File: src/rtl/gpo_cmd_master_if.sv
// Request/response handshake plus GPO/GPI command bus between a requester, gpo_cmd_master and the register file.
// The master modport is the command initiator; the slave modport is the requester/register-file side.
interface gpo_cmd_master_if;
    logic        i_req_valid;
    logic        o_req_ready;
    logic [7:0]  i_req_cmd;
    logic [22:0] i_req_data;
    logic        i_req_wide;
    logic        o_rsp_valid;
    logic        i_rsp_ready;
    logic [63:0] o_rsp_data;
    logic [31:0] o_gpo;
    logic [31:0] i_gpi;
    logic        o_busy;

    modport master (
        input  i_req_valid, i_req_cmd, i_req_data, i_req_wide, i_rsp_ready, i_gpi,
        output o_req_ready, o_rsp_valid, o_rsp_data, o_gpo, o_busy
    );

    modport slave (
        output i_req_valid, i_req_cmd, i_req_data, i_req_wide, i_rsp_ready, i_gpi,
        input  o_req_ready, o_rsp_valid, o_rsp_data, o_gpo, o_busy
    );
endinterface

File: src/rtl/gpo_cmd_master.sv
// GPO command initiator: turns a request into setup/strobe phases on o_gpo, optional high-word fetch, one 64-bit response.
// Latency S+W+1 cycles narrow, 2(S+W)+1 wide; a stalled response holds data and blocks new requests.
module gpo_cmd_master #(
    parameter int          SETUP_CYC = 2,
    parameter int          WAIT_CYC  = 4,
    parameter logic [7:0]  HIGH_CMD  = 8'd11
) (
    input  logic              clk,
    input  logic              i_rst_n,
    gpo_cmd_master_if.master  bus
);

    localparam int MAX_CYC = (SETUP_CYC > WAIT_CYC) ? SETUP_CYC : WAIT_CYC;
    localparam int CW      = $clog2(MAX_CYC + 1);
    localparam logic [CW-1:0] SETUP_LD = CW'(SETUP_CYC - 1);
    localparam logic [CW-1:0] WAIT_LD  = CW'(WAIT_CYC - 1);

    typedef struct packed {
        logic [7:0]  cmd;
        logic        en;
        logic [22:0] data;
    } gpo_word_t;

    typedef enum logic [2:0] {IDLE, SETUP, STROBE, SETUP_H, STROBE_H, RESP} state_t;

    state_t         state_q, state_nxt;
    logic [CW-1:0]  cnt_q, cnt_nxt;
    logic [7:0]     cmd_q, cmd_nxt;
    logic [22:0]    data_q, data_nxt;
    logic           wide_q, wide_nxt;
    logic [31:0]    lo_q, lo_nxt;
    gpo_word_t      gpo_q, gpo_nxt;
    logic           req_rdy_q, req_rdy_nxt;
    logic           rsp_vld_q, rsp_vld_nxt;
    logic [63:0]    rsp_dat_q, rsp_dat_nxt;
    logic           busy_q, busy_nxt;

    always_ff @(posedge clk) begin
        if (!i_rst_n) begin
            state_q   <= IDLE;
            cnt_q     <= '0;
            cmd_q     <= '0;
            data_q    <= '0;
            wide_q    <= 1'b0;
            lo_q      <= '0;
            gpo_q     <= '0;
            req_rdy_q <= 1'b0;
            rsp_vld_q <= 1'b0;
            rsp_dat_q <= '0;
            busy_q    <= 1'b0;
        end else begin
            state_q   <= state_nxt;
            cnt_q     <= cnt_nxt;
            cmd_q     <= cmd_nxt;
            data_q    <= data_nxt;
            wide_q    <= wide_nxt;
            lo_q      <= lo_nxt;
            gpo_q     <= gpo_nxt;
            req_rdy_q <= req_rdy_nxt;
            rsp_vld_q <= rsp_vld_nxt;
            rsp_dat_q <= rsp_dat_nxt;
            busy_q    <= busy_nxt;
        end
    end

    always_comb begin
        state_nxt   = state_q;
        cnt_nxt     = cnt_q;
        cmd_nxt     = cmd_q;
        data_nxt    = data_q;
        wide_nxt    = wide_q;
        lo_nxt      = lo_q;
        rsp_dat_nxt = rsp_dat_q;
        // Outside a strobe the last word is held with enable low.
        gpo_nxt     = gpo_q;
        gpo_nxt.en  = 1'b0;

        case (state_q)
            IDLE: begin
                if (bus.i_req_valid && req_rdy_q) begin
                    state_nxt = SETUP;
                    cnt_nxt   = SETUP_LD;
                    cmd_nxt   = bus.i_req_cmd;
                    data_nxt  = bus.i_req_data;
                    wide_nxt  = bus.i_req_wide;
                    gpo_nxt   = {bus.i_req_cmd, 1'b0, bus.i_req_data};
                end
            end
            SETUP: begin
                if (cnt_q == '0) begin
                    state_nxt = STROBE;
                    cnt_nxt   = WAIT_LD;
                    gpo_nxt   = {cmd_q, 1'b1, data_q};
                end else begin
                    cnt_nxt   = cnt_q - CW'(1);
                end
            end
            STROBE: begin
                if (cnt_q == '0) begin
                    if (wide_q) begin
                        state_nxt = SETUP_H;
                        cnt_nxt   = SETUP_LD;
                        lo_nxt    = bus.i_gpi;
                        gpo_nxt   = {HIGH_CMD, 1'b0, 23'b0};
                    end else begin
                        state_nxt   = RESP;
                        rsp_dat_nxt = {32'b0, bus.i_gpi};
                    end
                end else begin
                    cnt_nxt    = cnt_q - CW'(1);
                    gpo_nxt.en = 1'b1;
                end
            end
            SETUP_H: begin
                if (cnt_q == '0) begin
                    state_nxt = STROBE_H;
                    cnt_nxt   = WAIT_LD;
                    gpo_nxt   = {HIGH_CMD, 1'b1, 23'b0};
                end else begin
                    cnt_nxt   = cnt_q - CW'(1);
                end
            end
            STROBE_H: begin
                if (cnt_q == '0) begin
                    state_nxt   = RESP;
                    rsp_dat_nxt = {bus.i_gpi, lo_q};
                end else begin
                    cnt_nxt    = cnt_q - CW'(1);
                    gpo_nxt.en = 1'b1;
                end
            end
            RESP: begin
                if (bus.i_rsp_ready) begin
                    state_nxt = IDLE;
                end
            end
            default: begin
                state_nxt = IDLE;
            end
        endcase

        // Handshake flags are registered copies of the state being entered.
        req_rdy_nxt = (state_nxt == IDLE);
        rsp_vld_nxt = (state_nxt == RESP);
        busy_nxt    = (state_nxt != IDLE);
    end

    assign bus.o_gpo       = gpo_q;
    assign bus.o_req_ready = req_rdy_q;
    assign bus.o_rsp_valid = rsp_vld_q;
    assign bus.o_rsp_data  = rsp_dat_q;
    assign bus.o_busy      = busy_q;

endmodule

File: src/flat_wrapper.sv
// flat-port wrapper written by rule: the top's interface ports become plain ports
module gpo_cmd_master_flat 
#(
    parameter int          SETUP_CYC = 2,
    parameter int          WAIT_CYC  = 4,
    parameter logic [7:0]  HIGH_CMD  = 8'd11
)
  (clk, i_rst_n, bus_i_req_valid, bus_i_req_cmd, bus_i_req_data, bus_i_req_wide, bus_i_rsp_ready, bus_i_gpi, bus_o_req_ready, bus_o_rsp_valid, bus_o_rsp_data, bus_o_gpo, bus_o_busy);
  gpo_cmd_master_if bus_i ();
  input  logic clk;
  input  logic i_rst_n;
  input wire logic [$bits(bus_i.i_req_valid)-1:0] bus_i_req_valid;
  input wire logic [$bits(bus_i.i_req_cmd)-1:0] bus_i_req_cmd;
  input wire logic [$bits(bus_i.i_req_data)-1:0] bus_i_req_data;
  input wire logic [$bits(bus_i.i_req_wide)-1:0] bus_i_req_wide;
  input wire logic [$bits(bus_i.i_rsp_ready)-1:0] bus_i_rsp_ready;
  input wire logic [$bits(bus_i.i_gpi)-1:0] bus_i_gpi;
  output wire logic [$bits(bus_i.o_req_ready)-1:0] bus_o_req_ready;
  output wire logic [$bits(bus_i.o_rsp_valid)-1:0] bus_o_rsp_valid;
  output wire logic [$bits(bus_i.o_rsp_data)-1:0] bus_o_rsp_data;
  output wire logic [$bits(bus_i.o_gpo)-1:0] bus_o_gpo;
  output wire logic [$bits(bus_i.o_busy)-1:0] bus_o_busy;
  assign bus_i.i_req_valid = bus_i_req_valid;
  assign bus_i.i_req_cmd = bus_i_req_cmd;
  assign bus_i.i_req_data = bus_i_req_data;
  assign bus_i.i_req_wide = bus_i_req_wide;
  assign bus_i.i_rsp_ready = bus_i_rsp_ready;
  assign bus_i.i_gpi = bus_i_gpi;
  assign bus_o_req_ready = bus_i.o_req_ready;
  assign bus_o_rsp_valid = bus_i.o_rsp_valid;
  assign bus_o_rsp_data = bus_i.o_rsp_data;
  assign bus_o_gpo = bus_i.o_gpo;
  assign bus_o_busy = bus_i.o_busy;
  gpo_cmd_master #(.SETUP_CYC(SETUP_CYC), .WAIT_CYC(WAIT_CYC), .HIGH_CMD(HIGH_CMD)) u_core (.clk(clk), .i_rst_n(i_rst_n), .bus(bus_i));
endmodule
File: config.mk
export PLATFORM = sky130hd
export DESIGN_NAME = gpo_cmd_master_flat
export DESIGN_NICKNAME = d
export VERILOG_FILES = /design/src/rtl/gpo_cmd_master_if.sv /design/src/rtl/gpo_cmd_master.sv /design/src/flat_wrapper.sv
export SDC_FILE = /design/constraint.sdc
export NUM_CORES = 1
export LEC_CHECK = 0
export BUFFER_PORTS_ARGS = -buffer_cell sky130_fd_sc_hd__buf_2
export CAP_MARGIN = 20
export CORE_MARGIN = 2
export CORE_UTILIZATION = 24
export CTS_BUF_LIST = sky130_fd_sc_hd__clkbuf_2 sky130_fd_sc_hd__clkbuf_4 sky130_fd_sc_hd__clkbuf_8
export CTS_CLUSTER_DIAMETER = 150
export CTS_CLUSTER_SIZE = 25
export DETAILED_ROUTE_END_ITERATION = 8
export HOLD_SLACK_MARGIN = 0.12
export PLACE_DENSITY = 0.53
export SETUP_SLACK_MARGIN = 0.1
export SYNTH_ARGS = -nofsm -noshare
export SYNTH_HDL_FRONTEND = slang
export SYNTH_SLANG_ARGS = --single-unit
File: constraint.sdc
create_clock -name clk -period 2.3 [get_ports clk]
set_input_delay 0.46 -clock clk [delete_from_list [all_inputs] [get_ports clk]]
set_output_delay 0.46 -clock clk [all_outputs]
set_load 0.05 [all_outputs]
==> impl_metrics.env, run 1 <==
export IMPL_syn_nets=826
export IMPL_core_rowCount=60
export IMPL_design_die_area_um2=29000
export IMPL_min_delay_path_depth=3
export IMPL_power_density_nw_per_um2=1350
export IMPL_place_congestion=0.751
export IMPL_cp_start_kind="register"
export IMPL_pin_count=167
export IMPL_netlist_instances=756
export IMPL_drt_first_pass_iters=4
export IMPL_final_antenna_net_count=0
export IMPL_synth_most_common_cell="dfxtp_1"
export IMPL_cts_buffers=17
export IMPL_crit_buf_inv=3
export IMPL_hold_violations=0
export IMPL_synth_top_cells_by_count="169 x dfxtp_1, 129 x nand2_1, 101 x a21oi_1"
export IMPL_ys_ff_latch=169
export IMPL_grt_total_usage_pct=13.4
export IMPL_viasPerCell=4.66
export IMPL_die_h_um=170
export IMPL_ir_drop_mv=0.589
export IMPL_ctsHoldBuffers=0
export IMPL_synth_top_area_cell="dfxtp_1"
export IMPL_clock_sinks=169
export IMPL_outcome="complete, no violations"
export IMPL_r2r_end="u_core.bus.o_gpo[2]$_SDFFE_PN0P_"
export IMPL_worstSkewPairLatency_ns=0.45
export IMPL_cts_setup_buffers=0
export IMPL_ys_seq_area_share_pct=51.0
export IMPL_whs_endpoint="u_core.data_q[9]$_SDFFE_PN0P_"
export IMPL_critPathSlowestCell="dfxtp_1"
export IMPL_synthFlopType="dfxtp_1"
export IMPL_finalClockSkew_ns=0.0199
export IMPL_yosysUniqueCellTypes=42
export IMPL_setup_ws_ns=0.339
export IMPL_async_flop_share_pct=0
export IMPL_syn2layout_area_growth_pct=25.3
export IMPL_grt_pass1_vias=5747
export IMPL_fp_dieW_um=170
export IMPL_fin_worst_hold_slack_ns=0.237
export IMPL_grt_ovfl_total=0
export IMPL_pre_cts_ws_ns=0.375
export IMPL_drt_initial_drc_count=323
export IMPL_min_path_type="in -> reg"
export IMPL_port_buffers=166
export IMPL_grt_max_degree=67
export IMPL_final_max_slew_violation_count=0
export IMPL_ys_warn_count=0
export IMPL_leakagePower_nw=3.43
export IMPL_syn_avg_cell_area_um2=8.77
export IMPL_synth_cell_area_um2=6630
export IMPL_finalCritPeriodShare_pct=85.2
export IMPL_setup_tns_ns=0
export IMPL_critPathTopFamily="buffers and inverters"
export IMPL_clkSlewWorstSetupHoldPaths_ns=0.11
export IMPL_num_nets_final=967
export IMPL_endpoint_kind="register"
export IMPL_antenna_found_initial=3
export IMPL_drive_gt1_share_pct=25.6
export IMPL_slew_headroom_pct=57.3
export IMPL_min_delay_start="bus_i_req_data[9]"
export IMPL_fmax_mhz=510
export IMPL_initial_core_util_pct=24.5
export IMPL_vias=5842
export IMPL_place_hpwl_mm=12.2
export IMPL_drt_wl_total_mm=18.9
export IMPL_wl_per_cell_um=15.1
export IMPL_cts_resized=0
export IMPL_worstRegToRegCells=8
export IMPL_grt_pass1_wl_mm=30.7
export IMPL_min_period_ns=1.96
export IMPL_htreeDepth=4
export IMPL_cpPeakStageDelay_ns=0.34
export IMPL_synth_area_leaders="dfxtp_1 51%, a21oi_1 7.6%, nand2_1 7.3%, a211oi_1 7.1%, a22oi_1 6.8%"
export IMPL_cts_tree="done"
export IMPL_synth_top_area_share_pct=51.0
export IMPL_critPathMaxFanout=31
export IMPL_cp_data_required_time_ns=2.66
export IMPL_path_class="reg -> reg"
export IMPL_max_cap_violations=0
export IMPL_clockRootBuffer="clkbuf_8"
export IMPL_crit_arrival_ns=2.32
export IMPL_rsz0062_at_grt="false"
export IMPL_crit_chain="inv_1 -> ha_1 -> nand2b_1 -> buf_4 -> o21ai_2 -> buf_12 -> a21oi_1 -> a211oi_1"
export IMPL_drc=0
export IMPL_worst_slew_pin_slew_ns=0.624
export IMPL_cts_max_path_buffers=2
export IMPL_rrSetupSlack_ns=0.34
export IMPL_setup_violations=0
export IMPL_finalCoreUtilization_pct=30.8
export IMPL_synth_enable_flop_cells=0
export IMPL_r2r_start="u_core.cnt_q[0]$_SDFFE_PN0P_"
export IMPL_coreArea_um2=27000
layout by cell type (no fill, tap or decap), drive strengths merged, types with 2 or more instances in the layout:
cell type  instances
o21ai             11
a211oi            64
inv               12
buf              189
a22oi             60
nand4bb            2
and3               2
o2111ai            3
nor2              73
a21o               2
clkbuf            17
diode              3
clkinv             6
nor2b              4
o21a               5
nand2            129
nand2b             4
a21oi            101
ha                 2
dfxtp            169
or3b               2
nor3               3
mux2i             32
tightest hold or removal path: stages:
cell and delay, ns:
buf_2 0.10, nand2_1 0.05, a21oi_1 0.05
how the worst max path moves through the flow:
stage	start	endpoint	slack, ns	depth (start not counted)
2_1_floorplan	u_core.bus.o_req_ready$_SDFF_PN0_	u_core.bus.o_gpo[21]$_SDFFE_PN0P_	0.57	5
3_3_place_gp	u_core.cnt_q[0]$_SDFFE_PN0P_	u_core.bus.o_rsp_data[57]$_SDFFE_PN0P_	0.41	7
3_5_place_dp	u_core.cnt_q[0]$_SDFFE_PN0P_	u_core.bus.o_rsp_data[55]$_SDFFE_PN0P_	0.37	7
4_1_cts	u_core.cnt_q[0]$_SDFFE_PN0P_	u_core.bus.o_gpo[2]$_SDFFE_PN0P_	0.34	8
5_1_grt	u_core.cnt_q[0]$_SDFFE_PN0P_	u_core.bus.o_gpo[29]$_SDFFE_PN0P_	0.12	8
6_report	u_core.cnt_q[0]$_SDFFE_PN0P_	u_core.bus.o_gpo[2]$_SDFFE_PN0P_	0.34	8
metrics by stage:
stage	instances	power [mW]	instance area, um2
after floorplan	756	7.78	6630
after global placement	1219	9.14	7890
after detailed placement	1219	9.17	7890
after CTS	1251	11.4	8300
after global routing	1251	12.0	8300
final	1254	11.2	8310
where the power goes:
| group | leakage, nW | internal, mW | total, mW | switching, mW |
|---|---|---|---|---|
| Combinational | 1.85 | 1.49 | 5.16 | 3.67 |
| Sequential | 1.37 | 3.56 | 3.90 | 0.342 |
| Clock | 0.206 | 0.920 | 2.19 | 1.27 |
| Total | 3.43 | 5.96 | 11.2 | 5.28 |
logic make-up after synthesis:
| family | count (synthesis) | synth area share [%] |
|---|---|---|
| flip-flops | 169 | 51.0 |
| AND/OR/NAND/NOR | 225 | 14.0 |
| adder cells (fa/ha/maj) | 2 | 0.377 |
| multiplexers | 33 | 5.00 |
| AO/OA/AOI/OAI | 255 | 24.9 |
| buffers and inverters | 72 | 4.72 |
cell type report:
cell class                 instances  area (um2)
fill                            2884       18700
clock inverter                    15         178
antenna                            3        7.51
multi-input combinational        515        2960
tap                              341         427
sequential                       169        3380
timing repair buffer             189        1100
clock buffer                      17         234
inverter                           5        21.3
layer usage:
metal  routed length (um)  track usage [%]  up-vias
li1                     -                -     2975
met1                 8620             16.7     2691
met2                 8670             21.7      159
met3                 1430             5.33       13
met4                  155             3.01        4
met5                   21                0        -
flip-flops by register name, indices dropped and copies added, names as in the netlist:
register and flops:
u_core.cnt_q 3, u_core.bus.o_rsp_valid 1, u_core.state_q 3, u_core.data_q 23, u_core.bus.o_busy 1, u_core.wide_q 1, u_core.bus.o_rsp_data 64, u_core.bus.o_req_ready 1
u_core.cmd_q 8, u_core.bus.o_gpo 32, u_core.lo_q 32
(Power assumes the default switching activity.)
==> run 2: changes to the inputs <==
--- a/config.mk
+++ b/config.mk
@@ -5,6 +5,7 @@
 export SDC_FILE = /design/constraint.sdc
 export NUM_CORES = 1
 export LEC_CHECK = 0
+export ABC_AREA = 1
 export BUFFER_PORTS_ARGS = -buffer_cell sky130_fd_sc_hd__buf_2
 export CAP_MARGIN = 20
 export CORE_MARGIN = 2
==> impl_metrics.env, run 2 <==
export IMPL_r2r_start="u_core.cnt_q[0]$_SDFFE_PN0P_"
export IMPL_ir_drop_mv=0.455
export IMPL_worst_slew_pin_slew_ns=0.650
export IMPL_async_flop_share_pct=0
export IMPL_grt_pass1_wl_mm=31.5
export IMPL_slew_headroom_pct=56.7
export IMPL_core_rowCount=62
export IMPL_finalCoreUtilization_pct=30.1
export IMPL_ys_warn_count=0
export IMPL_synth_top_cells_by_count="257 x nand2_1, 182 x nor2_1, 169 x dfxtp_1"
export IMPL_synth_enable_flop_cells=0
export IMPL_path_class="reg -> reg"
export IMPL_drive_gt1_share_pct=19.9
export IMPL_crit_arrival_ns=2.29
export IMPL_ctsHoldBuffers=0
export IMPL_setup_tns_ns=0
export IMPL_ys_seq_area_share_pct=48.5
export IMPL_synth_area_leaders="dfxtp_1 49%, nand2_1 14%, nor2_1 9.8%, o21ai_0 7.9%, a21oi_1 5.7%"
export IMPL_grt_total_usage_pct=12.9
export IMPL_synthFlopType="dfxtp_1"
export IMPL_grt_ovfl_total=0
export IMPL_min_delay_start="bus_i_gpi[6]"
export IMPL_synth_cell_area_um2=6980
export IMPL_cp_start_kind="register"
export IMPL_worstSkewPairLatency_ns=0.46
export IMPL_cts_resized=0
export IMPL_max_cap_violations=0
export IMPL_cts_tree="done"
export IMPL_outcome="complete, no violations"
export IMPL_fin_area_um2=8620
export IMPL_final_max_slew_violation_count=0
export IMPL_viasPerCell=4.18
export IMPL_drt_first_pass_iters=4
export IMPL_fp_dieW_um=174
export IMPL_pin_count=167
export IMPL_cpPeakStageDelay_ns=0.37
export IMPL_rsz0062_at_grt="true"
export IMPL_grt_max_degree=68
export IMPL_leakagePower_nw=4.05
export IMPL_drc=0
export IMPL_place_area_um2=8190
export IMPL_drt_wl_total_mm=19.5
export IMPL_endpoint_kind="register"
export IMPL_coreArea_um2=28600
export IMPL_place_hpwl_mm=12.9
export IMPL_syn_avg_cell_area_um2=6.89
export IMPL_critPathSlowestCell="dfxtp_1"
export IMPL_die_h_um=174
export IMPL_num_nets_final=1223
export IMPL_htreeDepth=4
export IMPL_finalClockSkew_ns=0.0171
export IMPL_final_antenna_net_count=0
export IMPL_netlist_instances=1012
export IMPL_cp_data_required_time_ns=2.65
export IMPL_crit_chain="inv_1 -> ha_1 -> nand2_2 -> inv_2 -> nand2_1 -> clkinvlp_4 -> nand2_1 -> nand3_1 -> nor2_1 -> nor2_1"
export IMPL_setup_violations=0
export IMPL_min_path_type="in -> reg"
export IMPL_power_density_nw_per_um2=1270
export IMPL_cts_buffers=17
export IMPL_largest_reg_flops=64
export IMPL_min_period_ns=1.93
export IMPL_design_die_area_um2=30400
export IMPL_drt_initial_drc_count=277
export IMPL_critPathLaunch="u_core.cnt_q[0]$_SDFFE_PN0P_"
export IMPL_initial_core_util_pct=24.4
export IMPL_clkSlewWorstSetupHoldPaths_ns=0.11
export IMPL_synth_top_area_share_pct=48.5
export IMPL_synth_most_common_cell="nand2_1"
export IMPL_n_antenna_cell=0
export IMPL_place_congestion=0.789
export IMPL_grt_pass1_vias=5901
export IMPL_clock_sinks=169
export IMPL_port_buffers=166
export IMPL_most_common_layout_cells="257 x nand2_1, 182 x nor2_1, 169 x dfxtp_1"
export IMPL_finalCritPeriodShare_pct=84.1
export IMPL_hold_violations=0
export IMPL_cts_max_path_buffers=2
export IMPL_mostFrequentLayoutCell="nand2_1"
export IMPL_syn_nets=1082
export IMPL_antenna_found_initial=1
export IMPL_synth_top_area_cell="dfxtp_1"
export IMPL_clockRootBuffer="clkbuf_8"
export IMPL_ys_ff_latch=169
export IMPL_cts_setup_buffers=0
export IMPL_syn2layout_area_growth_pct=23.6
export IMPL_critPathMaxFanout=21
export IMPL_vias=6483
export IMPL_yosysUniqueCellTypes=26
export IMPL_wl_per_cell_um=12.6
export IMPL_fmax_mhz=517
-- run 2: per-layer routing --
metal | wire, um | GRT usage, %
met1 | 9480 | 17.0
met2 | 8450 | 20.1
met3 | 1440 | 4.55
met4 | 174 | 3.15
met5 | 10 | 0
-- run 2: worst max-delay path, delay by kind of cell, from the launching register on --
family / cells / cell delay [ns]
AND/OR/NAND/NOR: 6 / 0.70
buffers and inverters: 3 / 0.56
adder cells (fa/ha/maj): 1 / 0.20
flip-flops: 1 / 0.37
-- run 2: area by class of cell --
class / count / area [um2]
clock buffer: 18 / 241
clock inverter: 14 / 185
fill: 3157 / 20000
inverter: 94 / 359
multi-input combinational: 688 / 2960
sequential: 169 / 3380
tap: 384 / 480
timing repair buffer: 183 / 1010
-- run 2: cells by family after synthesis --
logic type / count (synthesis) / share of synthesized area [%]
AND/OR/NAND/NOR: 464 / 25.9
AO/OA/AOI/OAI: 222 / 16.1
flip-flops: 169 / 48.5
buffers and inverters: 155 / 9.22
adder cells (fa/ha/maj): 2 / 0.359
-- run 2: worst paths after layout --
kind | endpoint | slack, ns | cells past startpoint
min | u_core.bus.o_rsp_data[38]$_SDFFE_PN0P_ | 0.26 | 3
max | u_core.bus.o_gpo[27]$_SDFFE_PN0P_ | 0.37 | 10
min reg2reg | u_core.data_q[17]$_SDFFE_PN0P_ | 0.45 | 2
max reg2reg | u_core.bus.o_gpo[27]$_SDFFE_PN0P_ | 0.37 | 10
-- run 2: through the flow --
step	hold slack [ns]	total power, mW	std cells	setup slack [ns]
6_report	0.262	11.0	1550	0.365
5_1_grt	0.221	11.8	1550	0.0746
4_1_cts	0.224	11.1	1550	0.360
3_5_place_dp	0.437	8.73	1518	0.388
3_3_place_gp	0.431	8.71	1518	0.426
2_1_floorplan	0.425	7.52	1012	0.805
-- run 2: report_power, final --
| part | internal [mW] | switching, mW |
|---|---|---|
| clock | 1.12 | 1.21 |
| combinational | 1.24 | 3.54 |
| sequential | 3.54 | 0.297 |
| total | 5.90 | 5.05 |
